## src/rtl/weighted_rr_arbiter_pkg.sv

```systemverilog
// Shared definitions for the weighted round-robin arbiter: default sizing,
// FSM state encoding and an index-width helper.
package weighted_rr_arbiter_pkg;

    localparam int N_DEFAULT  = 8;
    localparam int WW_DEFAULT = 4;

    // Arbiter FSM: IDLE waits for any request, BUSY holds a tenure.
    typedef enum logic {
        IDLE = 1'b0,
        BUSY = 1'b1
    } state_e;

    // Width of a binary requester index; a single requester still needs one bit.
    function automatic int idx_w(input int n);
        return (n > 1) ? $clog2(n) : 1;
    endfunction

endpackage

```

## src/rtl/weighted_rr_arbiter_rr_pick.sv

```systemverilog
// Combinational round-robin picker: returns the first set request bit at or
// after ptr_i, wrapping around, as both a one-hot vector and a binary index.
module weighted_rr_arbiter_rr_pick
    import weighted_rr_arbiter_pkg::*;
#(
    parameter int N  = N_DEFAULT,
    parameter int IW = idx_w(N)
) (
    input  logic [N-1:0]  req_i,
    input  logic [IW-1:0] ptr_i,
    output logic [N-1:0]  onehot_o,
    output logic [IW-1:0] idx_o,
    output logic          any_o
);

    localparam int W2 = 2 * N;

    logic [W2-1:0] dreq;
    logic [W2-1:0] prio;
    logic [W2-1:0] gnt2;

    // Doubling the vector turns the wrap-around search into a plain
    // "lowest set bit at or above prio" which the subtract trick isolates.
    assign dreq = {req_i, req_i};
    assign prio = {{(W2-1){1'b0}}, 1'b1} << ptr_i;
    assign gnt2 = dreq & ~(dreq - prio);

    // Fold the upper copy back onto the lower one; only one bit can be set.
    generate
        for (genvar gi = 0; gi < N; gi++) begin : g_fold
            assign onehot_o[gi] = gnt2[gi] | gnt2[gi + N];
        end
    endgenerate

    assign any_o = |req_i;

    // One-hot to binary encode of the winner.
    always_comb begin
        idx_o = '0;
        for (int i = 0; i < N; i++) begin
            if (onehot_o[i]) begin
                idx_o = idx_o | IW'(i);
            end
        end
    end

endmodule

```

## src/rtl/weighted_rr_arbiter.sv

```systemverilog
// N-requester weighted round-robin arbiter. A winner keeps the registered
// one-hot grant for up to its weight in beats (or packets in PKT_MODE), then
// priority rotates to the requester after it, with no idle bubble between
// back-to-back tenures.
module weighted_rr_arbiter
    import weighted_rr_arbiter_pkg::*;
#(
    parameter int N        = N_DEFAULT,
    parameter int WW       = WW_DEFAULT,
    parameter int PKT_MODE = 0
) (
    input  logic                 clk,
    input  logic                 rst,
    input  logic [N-1:0]         req,
    input  logic [N-1:0]         last,
    input  logic [N*WW-1:0]      weight,
    input  logic                 ready,
    output logic [N-1:0]         gnt,
    output logic [$clog2(N)-1:0] gnt_idx,
    output logic                 gnt_vld,
    output logic                 beat
);

    localparam int IW = idx_w(N);

    state_e        state_q;
    logic [N-1:0]  gnt_q;
    logic [IW-1:0] gnt_idx_q;
    logic [IW-1:0] ptr_q;
    logic [WW-1:0] credit_q;
    logic          pkt_open_q;

    logic [WW-1:0] weight_arr [N];

    logic          g_req;
    logic          g_last;
    logic          beat_w;
    logic          credit_dec;
    logic          rel_credit;
    logic          rel_drop;
    logic          release_w;
    logic          load_w;
    logic [IW-1:0] next_ptr;
    logic [IW-1:0] pick_ptr;
    logic [N-1:0]  pick_req;
    logic [N-1:0]  pick_onehot;
    logic [IW-1:0] pick_idx;
    logic          pick_any;
    logic [WW-1:0] pick_weight;
    logic [WW-1:0] load_credit;

    // Unpack the flat weight bus so the winner's field can be indexed directly.
    generate
        for (genvar gi = 0; gi < N; gi++) begin : g_weight
            assign weight_arr[gi] = weight[gi*WW +: WW];
        end
    endgenerate

    assign g_req  = req[gnt_idx_q];
    assign g_last = last[gnt_idx_q];

    // gnt is all-zero when idle, so this also gates beats to BUSY only.
    assign beat_w = (|(gnt_q & req)) & ready;

    // Credit is spent per beat, or per completed packet in PKT_MODE.
    assign credit_dec = beat_w & ((PKT_MODE == 0) | g_last);
    assign rel_credit = credit_dec & (credit_q == WW'(1));

    // Owner went away; in PKT_MODE an open packet keeps the grant through the gap.
    assign rel_drop  = (state_q == BUSY) & ~g_req & ((PKT_MODE == 0) | ~pkt_open_q);
    assign release_w = rel_credit | rel_drop;

    assign next_ptr = (gnt_idx_q == IW'(N - 1)) ? '0 : gnt_idx_q + IW'(1);

    // On release the search starts just past the current owner, so the owner
    // itself only wins again when nobody else is asking.
    assign pick_ptr = (state_q == BUSY) ? next_ptr : ptr_q;
    assign pick_req = rel_drop ? (req & ~gnt_q) : req;

    weighted_rr_arbiter_rr_pick #(
        .N  (N),
        .IW (IW)
    ) u_pick (
        .req_i    (pick_req),
        .ptr_i    (pick_ptr),
        .onehot_o (pick_onehot),
        .idx_o    (pick_idx),
        .any_o    (pick_any)
    );

    // A zero weight still grants one beat/packet.
    assign pick_weight = weight_arr[pick_idx];
    assign load_credit = (pick_weight == '0) ? WW'(1) : pick_weight;

    assign load_w = pick_any & ((state_q == IDLE) | release_w);

    // Arbiter FSM with registered grant, credit, packet tracking and pointer.
    always_ff @(posedge clk) begin
        if (rst) begin
            state_q    <= IDLE;
            gnt_q      <= '0;
            gnt_idx_q  <= '0;
            ptr_q      <= '0;
            credit_q   <= '0;
            pkt_open_q <= 1'b0;
        end else begin
            case (state_q)
                IDLE: begin
                    if (load_w) begin
                        state_q    <= BUSY;
                        gnt_q      <= pick_onehot;
                        gnt_idx_q  <= pick_idx;
                        credit_q   <= load_credit;
                        pkt_open_q <= 1'b0;
                    end
                end
                BUSY: begin
                    if (release_w) begin
                        ptr_q <= next_ptr;
                        if (load_w) begin
                            gnt_q      <= pick_onehot;
                            gnt_idx_q  <= pick_idx;
                            credit_q   <= load_credit;
                            pkt_open_q <= 1'b0;
                        end else begin
                            state_q    <= IDLE;
                            gnt_q      <= '0;
                            gnt_idx_q  <= '0;
                            credit_q   <= '0;
                            pkt_open_q <= 1'b0;
                        end
                    end else if (beat_w) begin
                        if (credit_dec) begin
                            credit_q <= credit_q - WW'(1);
                        end
                        if (PKT_MODE != 0) begin
                            pkt_open_q <= ~g_last;
                        end
                    end
                end
                default: begin
                    state_q <= IDLE;
                    gnt_q   <= '0;
                end
            endcase
        end
    end

    assign gnt     = gnt_q;
    assign gnt_idx = gnt_idx_q;
    assign gnt_vld = |gnt_q;
    assign beat    = beat_w;

endmodule

```

## config.mk

```make
export PLATFORM = sky130hd
export DESIGN_NAME = weighted_rr_arbiter
export DESIGN_NICKNAME = d
export VERILOG_FILES = /design/src/rtl/weighted_rr_arbiter_pkg.sv /design/src/rtl/weighted_rr_arbiter_rr_pick.sv /design/src/rtl/weighted_rr_arbiter.sv
export SDC_FILE = /design/constraint.sdc
export NUM_CORES = 1
export LEC_CHECK = 0
export ABC_AREA = 1
export CAP_MARGIN = 5
export CORE_MARGIN = 3
export CORE_UTILIZATION = 30
export CTS_BUF_LIST = sky130_fd_sc_hd__clkbuf_4 sky130_fd_sc_hd__clkbuf_8 sky130_fd_sc_hd__clkbuf_16
export DETAILED_ROUTE_END_ITERATION = 6
export GPL_ROUTABILITY_DRIVEN = 0
export RECOVER_POWER = 50
export SETUP_SLACK_MARGIN = 0.05
export SLEW_MARGIN = 0
export SYNTH_ARGS = -nofsm -noshare
export SYNTH_HDL_FRONTEND = slang
export SYNTH_SLANG_ARGS = --single-unit
```

## constraint.sdc

```tcl
create_clock -name clk -period 11.68 [get_ports clk]
set_input_delay 2.92 -clock clk [delete_from_list [all_inputs] [get_ports clk]]
set_output_delay 2.92 -clock clk [all_outputs]
set_load 0.03 [all_outputs]
```

## Word level (Yosys, flattened, before mapping)

Index checks and enable logic that the tools add are counted.

| cells by class | value |
|---|---|
| bitwise logic cells | 22 |
| $lt $le $gt $ge | 2 |
| eq/ne operators | 5 |
| shift-type cells | 1 |
| add/sub/neg operators | 3 |
| reduce and logical (&&, ||, !) cells | 7 |
| muxes and demuxes | 32 |

Operators by type and width:

| operator | count |
|---|---|
| 8-bit 2-to-1 mux | 4 |
| 4-bit 2-to-1 mux | 7 |
| 3-bit 2-to-1 mux | 9 |
| 8-bit OR reduction | 3 |
| 16-bit bitwise AND | 1 |
| 8-bit bitwise AND | 2 |
| 16-bit NOT | 1 |
| 8-bit case mux with 2 select lines | 1 |
| 1-bit by 3-bit left shift with 16-bit output, first input constant | 1 |
| 16-bit subtractor | 1 |
| 4-bit binary-select mux with 3-bit select | 1 |
| 1-bit OR | 10 |
| 8-bit NOT | 1 |
| 4-bit case mux with 2 select lines | 1 |
| 3-bit case mux with 2 select lines | 1 |
| 2-bit AND reduction | 3 |
| 1-bit bitwise AND | 4 |
| 4-bit by 1-bit == test with 1-bit output, second input constant | 1 |
| 4-bit >= comparator, second input constant | 1 |
| 4-bit logical NOT | 1 |
| 3-bit by 4-bit less-than comparator with 1-bit output, second input constant | 1 |
| 1-bit 2-to-1 mux | 4 |
| 2-bit 2-to-1 mux | 2 |
| 3-bit NOT with 4-bit output | 1 |
| 9 further kinds | 10 |

| word-level totals | value |
|---|---|
| register bits after elaboration | 19 |

## Logic depth before layout (Yosys ltp)

| depth | value |
|---|---|
| depth in word-level cells | 25 |
| mapped depth | 30 |

## Modules after synthesis

A second synthesis with hierarchy kept.

| second synthesis, totals | value |
|---|---|
| cell total of the unflattened synthesis | 419 |
| area, all modules | 2,328.5 sq um |

Modules (own cells, without submodules):

| module | cells an instance | instances | sequential area each (sq um) | area an instance (sq um) |
|---|---|---|---|---|
| weighted_rr_arbiter | 256 | 1 | 380.4 | 1,495.2 |
| weighted_rr_arbiter_rr_pick | 163 | 1 | 0.0 | 833.3 |

## Least setup slack after synthesis

Ideal clock, no wire load.

| path | value |
|---|---|
| path type | input-to-output |
| from | input req[0] |
| to | output beat |
| stages | 4 |
| buffers on the path | 0 |
| data arrival time | 3.985 ns |
| required time | 8.760 ns |
| setup slack | 4.775 ns |
| path through | inv_1 o21ai_0 a221oi_1 a21boi_0 |

| between the ends | value |
|---|---|
| word-level cells in the longest chain between the ends | 3 |

Ends and longest elaborated chain:

| element | RTL line | RTL |
|---|---|---|
| start: declaration | weighted_rr_arbiter.sv:14 | `input logic [N-1:0] req,` |
| 8-bit bitwise AND | weighted_rr_arbiter.sv:63 | `assign beat_w = (\|(gnt_q & req)) & ready;` |
| 8-bit OR reduction | weighted_rr_arbiter.sv:63 |  |
| 1-bit bitwise AND | weighted_rr_arbiter.sv:63 |  |
| end: declaration | weighted_rr_arbiter.sv:21 | `output logic beat` |

Every way passes these cells.

## Worst setup path after layout

Ends and elaborated chain as after synthesis.

==> impl_metrics.json <==
{
  "status": "finished, final reports clean",
  "final_antenna_net_count": 0,
  "layout-drive-gt1-share": 0.0894,
  "pwr_density_cell_mw_per_mm2": 148,
  "mostFrequentLayoutCell": "nand2_1",
  "clock_path_buffers": 2,
  "cts_tree": "built",
  "final_cells": 524,
  "finalHoldViolCount": 0,
  "startpoint_type": "input pin",
  "clkTransAtPathRegs_ps": 80,
  "grt_max_degree": 20,
  "worst_pin_slew_ps": 876,
  "final_nets": 489,
  "syn_area_per_cell_um2": 6.08,
  "worst_ep_arrival_time_ps": 5050,
  "ys_warn_count": 0,
  "fin_worst_skew_ps": 4.46,
  "grt.overflow.total": 0,
  "yosysSeqAreaShare": 0.167,
  "holdBufCountCts": 0,
  "syn_inst": 374,
  "antenna_found_initial": 0,
  "clock_latency_ps": 270,
  "cts_buffers": 3,
  "num_antenna_cells": 0,
  "start_util": 0.312,
  "cp_max_fo": 4,
  "io_pins": 64,
  "drt_wl_total_um": 6580,
  "setup_viol": 0,
  "critPathCaptureType": "primary output",
  "die_h_um": 93.0,
  "via_count": 2529,
  "cts-htree-levels": 1,
  "io_buffers": 55,
  "cp.required_ps": 8760,
  "slew_viol_final": 0,
  "leakagePower_nw": 1.38,
  "grt_pass1_wl_um": 11100,
  "wl_per_cell_um": 12.6,
  "ir_drop_mv": 0.0441,
  "dr.pass1.iters": 4,
  "grt_usage": 0.153,
  "fillerInstances": 820,
  "viasPerCell": 4.83,
  "dp_slack_ps": 3790,
  "finalSetupTns_ps": 0,
  "root_buffer": "clkbuf_8",
  "dieArea_mm2": 0.00865,
  "synth.distinct_cells": 46,
  "period_share": 0.682,
  "grt_pass1_vias": 2373,
  "dp.cells": 520,
  "post_cts.repair.setup_buffers": 0,
  "hold_ws_ps": 468,
  "rsz0062_at_grt": "false",
  "drc": 0,
  "synthesis.area_mm2": 0.00227,
  "cts-resized-gates": 0,
  "final_cell_mix": "nand2_1 (101), nand3_1 (57), inv_1 (53)",
  "cap_violations": 0,
  "syn_to_final_growth_pct": 28.7,
  "die_w_um": 93.0,
  "synth_seq_cells": 19,
  "holdCritPathClass": "reg -> reg",
  "clock-sinks": 19,
  "core_area_mm2": 0.00729,
  "std_cell_rows": 31,
  "setup_ws_ps": 3710,
  "crit_type": "in -> out",
  "dp_hpwl_um": 5340,
  "relSlewSlack": 0.416,
  "fmax_mhz": 126,
  "min_period_ps": 7970,
  "syn_nets": 437,
  "drtIter0Drc": 134
}
synth_stat cells (all sizes together):
cell type	number	area (um^2)
a21o	1	7.51
a22o	1	8.76
o21ai	13	72.6
clkbuf	3	11.3
nor2	27	125
nand4	4	25.0
and3	1	6.26
a221oi	2	17.5
nor4	1	6.26
inv	56	213
ha	11	138
a31oi	1	6.26
o21a	4	30.0
dfxtp	19	380
a21boi	2	18.8
nand3	62	343
o211ai	1	7.51
nand2	118	523
or2	2	12.5
nand3b	2	18.8
buf	5	53.8
nor3b	1	7.51
xnor2	1	8.76
xor2	3	26.3
a21oi	29	168
o21bai	1	7.51
nor3	2	10.0
fa	1	20.0
path summary, 6_finish.rpt:
path               from     endpoint  slack [ps]  cells after the start
max reg2reg  gnt_idx[0]  credit_q[0]        7390                     26
min            ptr_q[0]     ptr_q[0]         470                      2
min reg2reg    ptr_q[0]     ptr_q[0]         470                      2
max              req[0]         beat        3710                      6
sequential cells by signal, summed over array words and instances, names as in the netlist:
name / cells
state_q: 1
gnt: 8
credit_q: 4
ptr_q: 3
gnt_idx: 3
logic make-up (layout without fill, tap and decap cells):
group	Yosys count	after routing	share of synthesized area
and+or+nand+nor	220	220	0.474
buffers and inverters	64	115	0.122
adders and majority gates	12	12	0.0694
AOI/OAI and AO/OA	55	55	0.151
DFF	19	19	0.167
xor gates and xnor gates	4	4	0.0154
layout make-up:
class                      instances  area (um^2)  area share
multi-input combinational        291         1610       0.551
timing repair buffer              55          551       0.188
sequential                        19          380       0.130
inverter                          56          213      0.0727
tap                               99          124      0.0424
clock buffer                       3         41.3      0.0141
clock inverter                     1         5.00     0.00171
power breakdown:
part           internal, W  switching, W   total, W
registers        0.0000779     0.0000153  0.0000932
logic             0.000106      0.000185   0.000291
clock network    0.0000238     0.0000250  0.0000489
total             0.000208      0.000225   0.000433
through the flow:
stage	instance area [um^2]	util	total power, W
floorplan	2270	-	0.000313
global placement	2880	0.395	0.000382
detailed placement	2880	0.395	0.000388
CTS	2930	0.402	0.000436
global route	2920	0.401	0.000475
finish	2920	0.401	0.000433
worst max-delay path, stage by stage:
cell and delay, ps:
dlygate4sd3_1 620, inv_1 80, o21ai_0 160, a221oi_1 70, a21boi_0 430, clkdlybuf4s50_1 770
metal layers:
layer,vias to the layer above,GRT usage,share of wire
met1,1115,0.211,0.49
met3,7,0.0225,0.066
met4,0,0.0513,0.015
met5,-,0,0
met2,81,0.245,0.43
li1,1326,-,-
(Power assumes the default switching activity.)
